$ cat src/rtl/hilo_muldiv_pkg.sv
// Shared encodings and helpers for the iterative Hi/Lo multiply/divide unit.
// Op and state encodings plus the fixed request-to-Done latency.
package hilo_muldiv_pkg;

  localparam logic [2:0] OP_MULT  = 3'b000;
  localparam logic [2:0] OP_MULTU = 3'b001;
  localparam logic [2:0] OP_DIV   = 3'b010;
  localparam logic [2:0] OP_DIVU  = 3'b011;
  localparam logic [2:0] OP_MADD  = 3'b100;
  localparam logic [2:0] OP_MSUB  = 3'b101;

  typedef enum logic [1:0] {
    S_IDLE  = 2'd0,
    S_CALC  = 2'd1,
    S_FIXUP = 2'd2,
    S_DONE  = 2'd3
  } state_e;

  localparam int WIDTH_DEF = 32;
  localparam int LATENCY   = WIDTH_DEF + 2;

  function automatic logic is_valid_op(input logic [2:0] op);
    return op[2:1] != 2'b11;
  endfunction

  function automatic logic is_div_op(input logic [2:0] op);
    return (op == OP_DIV) || (op == OP_DIVU);
  endfunction

  function automatic logic is_signed_op(input logic [2:0] op);
    return (op == OP_MULT) || (op == OP_DIV) || (op == OP_MADD) || (op == OP_MSUB);
  endfunction

endpackage

$ cat src/rtl/hilo_divstep.sv
// One restoring-division step: trial-subtract the divisor from the already
// shifted partial remainder and keep the difference only when it is non-negative.
module hilo_divstep #(
  parameter int WIDTH = 32
) (
  input  logic [WIDTH:0]   rem_in,
  input  logic [WIDTH-1:0] divisor,
  output logic [WIDTH-1:0] rem_out,
  output logic             q_bit
);

  logic [WIDTH:0] diff;

  always_comb begin
    diff    = rem_in - {1'b0, divisor};
    q_bit   = ~diff[WIDTH];
    rem_out = q_bit ? diff[WIDTH-1:0] : rem_in[WIDTH-1:0];
  end

endmodule

$ cat src/rtl/hilo_muldiv_unit.sv
// Radix-2 iterative multiply/divide unit feeding the Hi/Lo registers.
// Magnitudes are iterated for WIDTH cycles, signs and accumulation applied in FIXUP.
module hilo_muldiv_unit
  import hilo_muldiv_pkg::*;
#(
  parameter int WIDTH = 32
) (
  input  logic             Clk,
  input  logic             Rst,
  input  logic             Start,
  input  logic [2:0]       Op,
  input  logic [WIDTH-1:0] A,
  input  logic [WIDTH-1:0] B,
  input  logic [WIDTH-1:0] HiIn,
  input  logic [WIDTH-1:0] LoIn,
  input  logic             Flush,
  output logic             Busy,
  output logic             Done,
  output logic             DivZero,
  output logic [WIDTH-1:0] HiOut,
  output logic [WIDTH-1:0] LoOut
);

  localparam int CW = $clog2(WIDTH) + 1;

  state_e             state;
  logic [CW-1:0]      cnt;
  logic [2:0]         op_q;
  logic [WIDTH-1:0]   a_mag, b_mag, a_raw, hi_acc, lo_acc;
  logic               neg_res, neg_rem, div_zero_q;
  logic [2*WIDTH-1:0] prod;
  logic [WIDTH-1:0]   rem, quo;

  logic [WIDTH-1:0]          a_abs, b_abs;
  logic [WIDTH:0]            mul_sum;
  logic [WIDTH:0]            rem_shift;
  logic [WIDTH-1:0]          rem_next;
  logic                      q_next;
  logic signed [2*WIDTH-1:0] prod_s;
  logic [WIDTH-1:0]          quo_s, rem_s;
  logic [2*WIDTH-1:0]        fix_res;

  hilo_divstep #(.WIDTH(WIDTH)) u_divstep (
    .rem_in  (rem_shift),
    .divisor (b_mag),
    .rem_out (rem_next),
    .q_bit   (q_next)
  );

  always_comb begin
    a_abs     = (is_signed_op(Op) && A[WIDTH-1]) ? -A : A;
    b_abs     = (is_signed_op(Op) && B[WIDTH-1]) ? -B : B;
    mul_sum   = {1'b0, prod[2*WIDTH-1:WIDTH]} + (prod[0] ? {1'b0, a_mag} : '0);
    rem_shift = {rem, quo[WIDTH-1]};
    prod_s    = neg_res ? -prod : prod;
    quo_s     = neg_res ? -quo : quo;
    rem_s     = neg_rem ? -rem : rem;
    fix_res   = prod_s;
    if (is_div_op(op_q)) begin
      fix_res = div_zero_q ? {a_raw, {WIDTH{1'b1}}} : {rem_s, quo_s};
    end else if (op_q == OP_MADD) begin
      fix_res = {hi_acc, lo_acc} + prod_s;
    end else if (op_q == OP_MSUB) begin
      fix_res = {hi_acc, lo_acc} - prod_s;
    end
  end

  always_ff @(posedge Clk) begin
    if (Rst) begin
      state      <= S_IDLE;
      cnt        <= '0;
      op_q       <= '0;
      a_mag      <= '0;
      b_mag      <= '0;
      a_raw      <= '0;
      hi_acc     <= '0;
      lo_acc     <= '0;
      neg_res    <= 1'b0;
      neg_rem    <= 1'b0;
      div_zero_q <= 1'b0;
      prod       <= '0;
      rem        <= '0;
      quo        <= '0;
      Busy       <= 1'b0;
      Done       <= 1'b0;
      DivZero    <= 1'b0;
      HiOut      <= '0;
      LoOut      <= '0;
    end else begin
      Done    <= 1'b0;
      DivZero <= 1'b0;
      case (state)
        S_IDLE: begin
          if (Start && !Flush && is_valid_op(Op)) begin
            op_q       <= Op;
            a_mag      <= a_abs;
            b_mag      <= b_abs;
            a_raw      <= A;
            hi_acc     <= HiIn;
            lo_acc     <= LoIn;
            neg_res    <= is_signed_op(Op) && (A[WIDTH-1] ^ B[WIDTH-1]);
            neg_rem    <= is_signed_op(Op) && A[WIDTH-1];
            div_zero_q <= (B == '0);
            prod       <= {{WIDTH{1'b0}}, b_abs};
            rem        <= '0;
            quo        <= a_abs;
            cnt        <= '0;
            Busy       <= 1'b1;
            state      <= S_CALC;
          end
        end
        S_CALC: begin
          if (Flush) begin
            Busy  <= 1'b0;
            state <= S_IDLE;
          end else begin
            if (is_div_op(op_q)) begin
              rem <= rem_next;
              quo <= {quo[WIDTH-2:0], q_next};
            end else begin
              prod <= {mul_sum, prod[WIDTH-1:1]};
            end
            cnt <= cnt + 1'b1;
            if (cnt == CW'(WIDTH - 1)) state <= S_FIXUP;
          end
        end
        S_FIXUP: begin
          Busy <= 1'b0;
          if (Flush) begin
            state <= S_IDLE;
          end else begin
            {HiOut, LoOut} <= fix_res;
            Done           <= 1'b1;
            DivZero        <= is_div_op(op_q) && div_zero_q;
            state          <= S_DONE;
          end
        end
        default: state <= S_IDLE;
      endcase
    end
  end

endmodule

$ cat config.mk
export PLATFORM = sky130hd
export DESIGN_NAME = hilo_muldiv_unit
export DESIGN_NICKNAME = d
export VERILOG_FILES = /design/src/rtl/hilo_muldiv_pkg.sv /design/src/rtl/hilo_divstep.sv /design/src/rtl/hilo_muldiv_unit.sv
export SDC_FILE = /design/constraint.sdc
export NUM_CORES = 1
export LEC_CHECK = 0
export ABC_AREA = 1
export CAP_MARGIN = 20
export CORE_MARGIN = 8
export CORE_UTILIZATION = 35
export DETAILED_ROUTE_END_ITERATION = 12
export PLACE_DENSITY = 0.52
export SLEW_MARGIN = 15
export SYNTH_ARGS = -nofsm -noshare
export SYNTH_HDL_FRONTEND = slang
export SYNTH_HIERARCHICAL = 1
export SYNTH_SLANG_ARGS = --single-unit
$ cat constraint.sdc
create_clock -name Clk -period 4.2 [get_ports Clk]
set_input_delay 0.63 -clock Clk [delete_from_list [all_inputs] [get_ports Clk]]
set_output_delay 0.63 -clock Clk [all_outputs]
set_load 0.05 [all_outputs]
==> key figures <==
Logic synthesis
  – Syn_nets: 6117
  – Register bit total from synthesis: 368
  – Synth top cells by count: 1249 x nand2_1, 868 x inv_1, 696 x nor2_1
  – Synth area leader: dfxtp_1
  – Most common cell in the synthesized netlist: nand2_1
  – Top FF cell, synth: dfxtp_1
  – Mapped cell area: 0.0343 mm²
  – Number of distinct library cells after synthesis: 73
  – Avg Cell Area, Syn: 5.92 µm²
  – Synth area leaders: dfxtp_1 21%, nand2_1 14%, inv_1 9.5%
  – Sequential share of the synthesized area: 21.5%
  – Synth top area share: 21.5%
  – Share of flip-flops with an asynchronous set or reset: 0%
  – Post-synth EDFFs: 0
  – Syn. warnings: 6
  – Cells after Synth: 5790

Routing
  – DRC Markers: 0
  – DR vias: 41300
  – Antenna viol nets, final: 0
  – DR vias/cell: 5.27
  – First-pass detailed-route iteration total: 6
  – WL final: 174 mm
  – Initial DRC Count: 4145
  – WL per Instance: 22.3 µm

Finish
  – Share of layout cells above drive strength 1: 20.4%
  – Fillers: 10400
  – Nets: 6847
  – Area delta synth->final: 34.2%

Worst setup path
  – CP required: 4.72 ns
  – CP startpoint kind: flop
  – CP max FO: 4
  – CP endpoint kind: flop
  – CP startpoint: prod[1]
  – Most frequent CP cell: nand2_1
  – WP data arrival: 4.67 ns
  – Reg2reg start: prod[1]
  – Critical path class: flop to flop
  – Crit-path max cell delay: 0.33 ns
  – Crit-path slowest cell: dfxtp_2

Global route
  – Pin count of the biggest net entering global routing: 179
  – All-Layer GR Usage: 30.8%
  – Initial antenna violation count: 14
  – First-pass GRT wire length: 252 mm
  – Vias in the first global route: 38400
  – GR Overflow Total: 0

Placed design
  – Hpwl dp: 141 mm
  – RePlAce Congestion: 0.993
  – Port Buf Inserts: 201

Job
  – MaxCap Viol Count: 0

CTS
  – Clk slew on worst S/H paths: 0.06 ns
  – # H-tree levels: 2
  – Clock latency at the later pin of the worst-skew pair: 0.67 ns
  – Clock sink total: 368
  – CTS tree: done
  – Clk root buf: clkbuf_16
  – Clk buf depth: 3
  – # hold bufs at CTS: 0
  – CTS Buf Count: 49

Die
  – Chip width: 329 µm
  – Die area: 0.108 mm²
  – Core ar.: 0.0969 mm²
  – Top Ports: 202
  – Die Ht: 329 µm
  – Site row count: 114
  – Initial Util: 35.4%

Power and ir drop
  – Pleak: 22.4 nW
  – Tot Pwr: 0.0215 W
  – Power Density: 466 mW/mm²
  – Peak VDD IR: 0.363 mV

STA
  – Setup-failing EPs final: 0
  – Slew Limit Fails: 0
  – Slew HR: 36.9%
  – RSZ-0062 raised after global routing: true
  – Setup tns final: 0 ns
  – Worst Tran Pin Value: 0.947 ns
  – Max Clock Freq: 241 MHz
  – Smallest hold slack: 0.462 ns
  – Endpoints failing hold: 0
  – Period minus WS final: 4.14 ns
  – Clock skew: 0.0430 ns
  – Period Utilization, post-route: 98.7%

Run status
  – Status: finished, final reports clean

Worst hold path
  – Hold path start: a_raw[2]
  – Worst Hold Class: flop to flop
[registers in the layout, indices dropped and copies added, names as in the netlist, 2 cells and up]
signal  count
prod       64
HiOut      32
LoOut      32
a_mag      32
b_mag      32
hi_acc     32
lo_acc     32
quo        32
rem        32
a_raw      31
cnt         6
op_q        3
state       2
[where the power goes]
part           total, W  switching (W)  internal, W  leakage (nW)
Combinational    0.0128        0.00785      0.00492          18.6
Clock           0.00448        0.00193      0.00255         0.820
Sequential      0.00421       0.000369      0.00385          3.00
[cell usage in the layout, fill, tap and decap left out, types with 12 or more instances in the layout]
master           count
nand2_1           1201
inv_1              832
buf_4              708
nor2_1             612
a21oi_1            540
o21ai_0            410
dfxtp_1            361
nand3_1            252
clkdlybuf4s50_1    200
ha_1               150
xor2_1             126
nor2_2              77
o21bai_1            74
nand2_2             71
o21ai_1             69
inv_2               64
a21oi_2             62
nand4_1             55
o211ai_1            53
clkbuf_16           49
nor3_1              46
a31oi_1             37
nand3_2             35
xnor2_1             31
a221oi_1            29
nor2_4              27
ha_4                26
nor3_2              21
or2_2               18
a21o_1              16
o21ai_2             15
nor4_1              13
xor2_2              13
o21a_1              13
ha_2                12
buf_12              12
[layout make-up]
cell class / instances / area, µm² / share of cell area (%)
Clock buffer: 67 / 1400 / 3.05
Timing Repair Buffer: 926 / 7620 / 16.6
Tap cell: 1276 / 1600 / 3.47
Inverter: 902 / 3390 / 7.37
Clock inverter: 22 / 268 / 0.582
Antenna cell: 5 / 12.5 / 0.0272
Sequential cell: 368 / 7380 / 16.0
Multi-Input combinational cell: 4273 / 24300 / 52.9
[repair_timing]
item / CTS / global route
gates resized for setup: 96 / 372
buffers inserted: 11 / 28
endpoints found under the setup margin: 32 / 46
pin swaps: 21 / 123
endpoints found under the hold margin: 0 / 0
[per-stage QoR]
stage          cell area (µm²)  setup slack (ns)  instances  utilization, %
5_1_grt                  46000            -0.188       7834            47.5
2_1_floorplan            34300             0.346       5790               -
6_report                 46000            0.0556       7839            47.5
3_5_place_dp             42200            -0.641       7707            43.6
4_1_cts                  44400          -0.00170       7807            45.9
3_3_place_gp             42200            -0.688       7707            43.6
[worst paths after layout]
check | endpoint | slack, ns | cells after the start
setup / recovery | HiOut[29] | 0.06 | 28
hold / removal | a_raw[2] | 0.46 | 2
setup reg to reg | HiOut[29] | 0.06 | 28
hold reg to reg | a_raw[2] | 0.46 | 2
[worst max-delay path: cells and delay by family, from the launching register on]
| family | cells | cell delay, ns |
|---|---|---|
| flops | 1 | 0.33 |
| xor+xnor | 1 | 0.28 |
| simple gates | 20 | 2.52 |
| compound gates | 1 | 0.05 |
| fa+ha+maj | 2 | 0.42 |
| buf+inv | 4 | 0.41 |
[per-layer routing]
| layer | wire length, µm | global-route usage, % | vias to the layer above |
|---|---|---|---|
| li1 | - | - | 20200 |
| met1 | 79300 | 43.2 | 19300 |
| met2 | 75800 | 48.7 | 1477 |
| met3 | 12900 | 4.18 | 282 |
| met4 | 6340 | 9.86 | 12 |
| met5 | 77 | 0 | - |
[cell families (layout without fill, tap and decap cells)]
family | Yosys count | count (layout) | share of synthesized area (%)
xor+xnor | 180 | 180 | 4.64
flops | 368 | 368 | 21.5
compound gates | 1419 | 1419 | 23.3
other cells | 0 | 5 | 0
fa+ha+maj | 192 | 192 | 7.10
buf+inv | 1149 | 1917 | 12.8
simple gates | 2482 | 2482 | 30.6
Power figures use the tool's default switching activity.
